<file path="src/rtl/tile_sequencer.sv">
// tile_sequencer
//   Accepts one matmul job (reduction depth K, output width N) and walks it
//   as a sequence of tiles of at most TILE_K_MAX x TILE_N_MAX, K inner and
//   N outer. Each tile descriptor carries the ksize/nsize pair for the array
//   mode decoder plus offsets and last flags for fetch/accumulate logic.
//
// Ports
//   clk, rst          clock, asynchronous active-low reset
//   cmd_valid/ready   job request handshake, k_total/n_total job dimensions
//   tile_valid/ready  tile descriptor handshake
//   ksize, nsize      current tile depth / width (never 0 while valid)
//   k_off, n_off      offsets of the current tile within the job
//   last_k            final K slice of the current N column (accumulator flush)
//   last              final tile of the job
//   done              one-cycle pulse when the job completes
module tile_sequencer #(
    parameter int DIM_W      = 12,
    parameter int TILE_K_MAX = 16,
    parameter int TILE_N_MAX = 16
) (
    input  logic             clk,
    input  logic             rst,
    input  logic             cmd_valid,
    output logic             cmd_ready,
    input  logic [DIM_W-1:0] k_total,
    input  logic [DIM_W-1:0] n_total,
    output logic             tile_valid,
    input  logic             tile_ready,
    output logic [4:0]       ksize,
    output logic [4:0]       nsize,
    output logic [DIM_W-1:0] k_off,
    output logic [DIM_W-1:0] n_off,
    output logic             last_k,
    output logic             last,
    output logic             done
);

    localparam logic [DIM_W-1:0] TK = DIM_W'(TILE_K_MAX);
    localparam logic [DIM_W-1:0] TN = DIM_W'(TILE_N_MAX);

    typedef enum logic [1:0] {
        IDLE   = 2'd0,
        EMIT   = 2'd1,
        FINISH = 2'd2
    } state_t;

    state_t           state, state_n;
    logic [DIM_W-1:0] k_tot, n_tot, k_tot_n, n_tot_n;
    logic [DIM_W-1:0] k_off_n, n_off_n;
    logic             valid_n, done_n;
    logic [4:0]       ksize_n, nsize_n;
    logic             last_k_n, last_n;

    // Remaining extent clamped to the tile limit. The result never exceeds
    // 31, so keeping only the low 5 bits is lossless.
    function automatic logic [4:0] clamp_size(input logic [DIM_W-1:0] rem,
                                              input logic [DIM_W-1:0] lim);
        logic [DIM_W-1:0] m;
        m = (rem > lim) ? lim : rem;
        return m[4:0];
    endfunction

    function automatic logic [DIM_W-1:0] widen(input logic [4:0] s);
        return {{(DIM_W-5){1'b0}}, s};
    endfunction

    assign cmd_ready = (state == IDLE);

    always_comb begin
        state_n  = state;
        k_tot_n  = k_tot;
        n_tot_n  = n_tot;
        k_off_n  = k_off;
        n_off_n  = n_off;
        valid_n  = tile_valid;
        done_n   = 1'b0;
        ksize_n  = 5'd0;
        nsize_n  = 5'd0;
        last_k_n = 1'b0;
        last_n   = 1'b0;

        case (state)
            IDLE: begin
                if (cmd_valid) begin
                    k_tot_n = k_total;
                    n_tot_n = n_total;
                    k_off_n = '0;
                    n_off_n = '0;
                    if ((k_total == '0) || (n_total == '0)) begin
                        state_n = FINISH;
                        valid_n = 1'b0;
                        done_n  = 1'b1;
                    end else begin
                        state_n = EMIT;
                        valid_n = 1'b1;
                    end
                end
            end
            EMIT: begin
                if (tile_ready) begin
                    if (last) begin
                        state_n = FINISH;
                        valid_n = 1'b0;
                        done_n  = 1'b1;
                    end else if (last_k) begin
                        k_off_n = '0;
                        n_off_n = n_off + widen(nsize);
                    end else begin
                        k_off_n = k_off + widen(ksize);
                    end
                end
            end
            FINISH: begin
                state_n = IDLE;
            end
            default: begin
                state_n = IDLE;
                valid_n = 1'b0;
            end
        endcase

        // The descriptor for the next cycle is derived from the offsets it
        // will hold, so a stalled tile recomputes to the same values.
        if (valid_n) begin
            ksize_n  = clamp_size(k_tot_n - k_off_n, TK);
            nsize_n  = clamp_size(n_tot_n - n_off_n, TN);
            last_k_n = ((k_off_n + widen(ksize_n)) == k_tot_n);
            last_n   = last_k_n && ((n_off_n + widen(nsize_n)) == n_tot_n);
        end else begin
            k_off_n = '0;
            n_off_n = '0;
        end
    end

    always_ff @(posedge clk or negedge rst) begin
        if (!rst) begin
            state      <= IDLE;
            k_tot      <= '0;
            n_tot      <= '0;
            k_off      <= '0;
            n_off      <= '0;
            ksize      <= 5'd0;
            nsize      <= 5'd0;
            last_k     <= 1'b0;
            last       <= 1'b0;
            tile_valid <= 1'b0;
            done       <= 1'b0;
        end else begin
            state      <= state_n;
            k_tot      <= k_tot_n;
            n_tot      <= n_tot_n;
            k_off      <= k_off_n;
            n_off      <= n_off_n;
            ksize      <= ksize_n;
            nsize      <= nsize_n;
            last_k     <= last_k_n;
            last       <= last_n;
            tile_valid <= valid_n;
            done       <= done_n;
        end
    end

endmodule

</file>
<file path="config.mk">
export PLATFORM = sky130hd
export DESIGN_NAME = tile_sequencer
export DESIGN_NICKNAME = d
export VERILOG_FILES = /design/src/rtl/tile_sequencer.sv
export SDC_FILE = /design/constraint.sdc
export NUM_CORES = 1
export LEC_CHECK = 0
export ABC_AREA = 1
export CAP_MARGIN = 20
export CORE_UTILIZATION = 52
export DETAILED_ROUTE_END_ITERATION = 8
export PLACE_DENSITY = 0.78
export RECOVER_POWER = 100
export SYNTH_ARGS = -nofsm -noshare
export SYNTH_HDL_FRONTEND = slang
export SYNTH_SLANG_ARGS = --single-unit
</file>
<file path="constraint.sdc">
create_clock -name clk -period 4.6 [get_ports clk]
set_clock_uncertainty 0.1 [all_clocks]
set_input_delay 0.69 -clock clk [delete_from_list [all_inputs] [get_ports clk]]
set_output_delay 0.69 -clock clk [all_outputs]
set_load 0.01 [all_outputs]
</file>
==> out/qor.txt, run 1 <==
Status: did not finish
Fail Step: 5_1_grt
First error: [ERROR GRT-0232] Routing congestion too high. Check the congestion heatmap in the GUI.
Mapped cell area: 0.00588 sq mm
Die width: 108 microns
Core Rows: 38
Pin type at the end of the worst path: register data pin
GPL Wtd Cong: 0.905
CTS H-tree lvls: 3
I/O Pins: 67
Grt ovf: 4
Die H: 108 microns
Post-synthesis register bit count: 64
Register area share after synthesis: 0.272
Synth Net Count: 937
Synthesis Warnings: 0
Max clock buf depth: 2
Post-DP HPWL: 15500 microns
Clk Tree Root Cell: clkbuf_16
GRT Total Usage: 0.738
PortBufs: 66
# hold bufs at CTS: 0
Avg Cell Area, Syn: 6.81 sq um
Num Clock Sinks: 64
Pre-CTS setup slack: -1.40 ns
Initial core utilization: 0.538
Largest net degree at the start of global routing: 40
TritonCTS Buffers: 9
Grt repair worst endpoint: last$_DFF_PN0_/D
Post-synth cell types: 52
Post-synthesis instance total: 863
## cell usage after synthesis, drive strengths merged
| master | number | area, sq um |
|---|---|---|
| buf | 3 | 23.8 |
| a21oi | 38 | 205 |
| and3 | 1 | 6.26 |
| a21o | 4 | 30.0 |
| nand3b | 7 | 52.6 |
| nor3 | 17 | 85.1 |
| inv | 161 | 607 |
| nand3 | 81 | 430 |
| a31o | 1 | 8.76 |
| mux2i | 1 | 10.0 |
| a32oi | 1 | 8.76 |
| or2 | 1 | 6.26 |
| o21bai | 7 | 63.8 |
| or4 | 1 | 7.51 |
| xor2 | 15 | 131 |
| nor4 | 5 | 31.3 |
| nand2 | 226 | 886 |
| xnor2 | 13 | 114 |
| a31oi | 5 | 31.3 |
| fa | 6 | 120 |
| o22ai | 3 | 18.8 |
| o2111ai | 1 | 8.76 |
| clkinv | 1 | 5.00 |
| clkbuf | 4 | 15.0 |
| mux2 | 11 | 124 |
| and2 | 1 | 6.26 |
| a211oi | 3 | 22.5 |
| ha | 40 | 500 |
| nor2 | 74 | 322 |
| o21ai | 45 | 233 |
| nand4 | 16 | 115 |
| dfrtp | 64 | 1600 |
| a22oi | 3 | 27.5 |
| or3 | 1 | 6.26 |
| o21a | 2 | 15.0 |
## cells by family after synthesis
| logic type | Yosys count | share of synthesized area |
|---|---|---|
| buffers and inverters | 169 | 0.111 |
| XOR/XNOR | 28 | 0.0417 |
| AO/OA/AOI/OAI | 113 | 0.114 |
| adder cells (fa/ha/maj) | 46 | 0.106 |
| AND/OR/NAND/NOR | 431 | 0.332 |
| multiplexers | 12 | 0.0228 |
| flip-flops | 64 | 0.272 |
## metal layers
metal  GRT overflow  GRT usage
met1              0      0.752
met2              4      0.894
met3              0      0.615
met4              0      0.679
met5              0      0.241
## timing repair
action | CTS
setup endpoints to repair | 2
buffers inserted | 20
gates cloned | 0
pin swaps | 30
resized for setup | 77
## metrics by stage
step	std cells	util	cell area [sq um]
2_1_floorplan	863	-	5960
3_3_place_gp	1281	0.770	8420
3_5_place_dp	1281	0.770	8420
4_1_cts	1317	0.842	9210
==> run 2: changes to the inputs <==
Settings changed: CORE_UTILIZATION 52 to 40, PLACE_DENSITY 0.78 to unset, PLACE_DENSITY_LB_ADDON set to 0.15.
Clock period 4.6 ns to 6 ns, I/O delays scaled along.
==> out/qor.txt, run 2 <==
Status: finished with violations
Failing checks: capacitance limit, slew limit
Dominant cells by area after synthesis: dfrtp_1, nand2_1, inv_1, ha_1, nand3_1
Most frequent cells in the layout: nand2_1, inv_1, buf_4
Core ar.: 0.0141 sq mm
P_sw: 222 uW
CTS H-tree lvls: 3
Worst-margin pin slew: 3.59 ns
Synth Net Count: 937
Tot Pwr: 1010 uW
Initial core utilization: 0.417
Setup tns final: 0 ns
Final setup viols: 0
Logic pwr share: 0.040
CP startpoint kind: primary input
Crit Path Max Fanout: 16
Die width: 123 microns
Worst-path clk slew: 0.06 ns
# diodes: 0
Die H: 123 microns
Register area share after synthesis: 0.272
Number of global-route vias before repair: 5569
Clk Tree Root Cell: clkbuf_16
Post-synthesis async set-or-reset flop share: 1.00
PortBufs: 66
Pre-CTS setup slack: -0.409 ns
Avg Cell Area, Syn: 6.81 sq um
Sw frac: 0.219
Post-DP HPWL: 14200 microns
Post-synth cell types: 52
Synthesis Warnings: 0
Die area: 0.0152 sq mm
Vias per Instance: 4.95
Fillers: 1316
Synth Flop Type: dfrtp_1
I/O Pins: 67
Most common cell after layout, fill and taps aside: nand2_1
GPL Wtd Cong: 0.899
Minimum clock period: 5.54 ns
Hold Vio Cnt, Final: 0
Slew Limit Fails: 65
Worst endpoint data arrival time: 5.71 ns
CTS tree: built
Most instantiated library cell after synthesis: nand2_1
Post-synthesis instance total: 863
DRC violations left: 0
Worst Setup End Kind: flip-flop
Post-synthesis register bit count: 64
VDD IR max: 0.106 mV
Power per cell area: 122 mW/mm^2
Mapped cell area: 0.00588 sq mm
Final #Nets: 1149
Num Clock Sinks: 64
Most frequent cells after synthesis: nand2_1, inv_1, nand3_1
DR iter-0 viols: 435
Antenna violation net count after detailed routing: 0
Final wirelength: 17400 microns
Mean routed wirelength per cell: 13.8 microns
Leak: 0.00444 uW
P_int: 791 uW
Initial antenna violation count: 0
RSZ-0062 raised after global routing: no
Area grow syn2layout: 41.5%
Clock power frac: 0.533
DRT Pass-1 Iters: 5
Core Rows: 43
Max clock buf depth: 2
Share of power burned in registers: 0.427
Largest net degree at the start of global routing: 65
First-pass GRT wire length: 27600 microns
Post-synth top area share: 0.272
WS Path Type: in -> reg
Max Fclk: 180 MHz
Post-synth EDFFs: 0
Maxcap violations: 1
Max_slew headroom: -1.39
Routed vias: 6221
Share of layout cells above drive strength 1: 0.221
Final worst slack: 0.456 ns
Period utilization: 0.924
Worst Hold Class: reg -> reg
# hold bufs at CTS: 0
Post-synth top area cell: dfrtp_1
TritonCTS Buffers: 9
Grt ovf: 0
Clk_lat worst skew: 0.35 ns
GRT Total Usage: 0.240
CP required: 6.17 ns
==> run 2: per-stage QoR <==
stage                     area, sq um  instances   util  hold slack, ns
after floorplan                  5880        863      -           0.381
after global placement           7710       1234  0.547           0.455
after detailed placement         7710       1234  0.547           0.454
after CTS                        8020       1248  0.569           0.466
after global routing             8320       1258  0.590           0.479
final                            8320       1258  0.590           0.464
==> run 2: power groups by stage <==
stage               Clock (uW)  Combinational, uW  Sequential (uW)
CTS                        547               40.0              432
finish                     540               40.7              432
floorplan                    0               4.20              440
global route               565               44.6              432
detailed placement           0               39.9              439
global placement             0               39.6              439
==> run 2: what timing repair did <==
item / CTS / global route
endpoints found under the setup margin: 1 / 2
pin swaps: 0 / 23
buffers inserted: 0 / 10
resized for setup: 2 / 72
==> run 2: layout make-up <==
cell class / count / area (sq um) / area share
clock inverters: 3 / 42.5 / 0.00512
flip-flops and latches: 64 / 1600 / 0.193
clock buffers: 11 / 253 / 0.0304
multi-input cells: 630 / 3890 / 0.467
inverters: 162 / 612 / 0.0736
repair buffers: 208 / 1700 / 0.204
well taps: 180 / 225 / 0.0271
==> run 2: final timing paths <==
kind	slack (ns)	depth (start not counted)	start	end
max	0.46	27	cmd_valid	last
min	0.46	1	n_tot[1]	n_tot[1]
max reg2reg	0.52	35	ksize[0]	last
min reg2reg	0.46	1	n_tot[1]	n_tot[1]
max in group asynchronous	1.99	2	rst	k_tot[6]
min in group asynchronous	1.77	2	rst	n_tot[7]
==> run 2: layer usage <==
metal / routed length, microns / GRT usage / part of all wire
met1: 9220 / 0.378 / 0.53
met2: 7010 / 0.337 / 0.40
met3: 893 / 0.0323 / 0.051
met4: 234 / 0.0655 / 0.013
met5: 0 / 0 / 0
==> run 2: worst max-delay path: stages <==
cell and delay (ns):
clkbuf_1 0.19, clkbuf_1 0.24, nand2_4 0.18, clkbuf_1 0.22, o21ai_0 0.38, inv_1 0.11
ha_1 0.31, clkbuf_1 0.16, nand2_1 0.07, inv_1 0.07, nand3_1 0.09, o2111ai_1 0.27
nand3b_1 0.15, nand2_1 0.10, or4_1 0.61, ha_1 0.35, inv_1 0.13, xor2_1 0.20
xor2_1 0.16, nand3_1 0.10, a21oi_1 0.13, nand3_1 0.10, nor2_1 0.11, nand3_1 0.08
a21oi_1 0.12, nand4_1 0.09, nor2_1 0.10
==> run 2: cells by family after synthesis <==
logic type	synth area share
simple gates	0.332
buf+inv	0.111
compound gates	0.114
flops	0.272
fa+ha+maj	0.106
xor+xnor	0.0417
mux	0.0228
Power figures use the tool's default switching activity.
==> run 3: changes to the inputs <==
Settings changed: GPL_ROUTABILITY_DRIVEN set to 0.
==> results of run 3 <==
Final layout, timing and power as in run 2 (identical DEF).
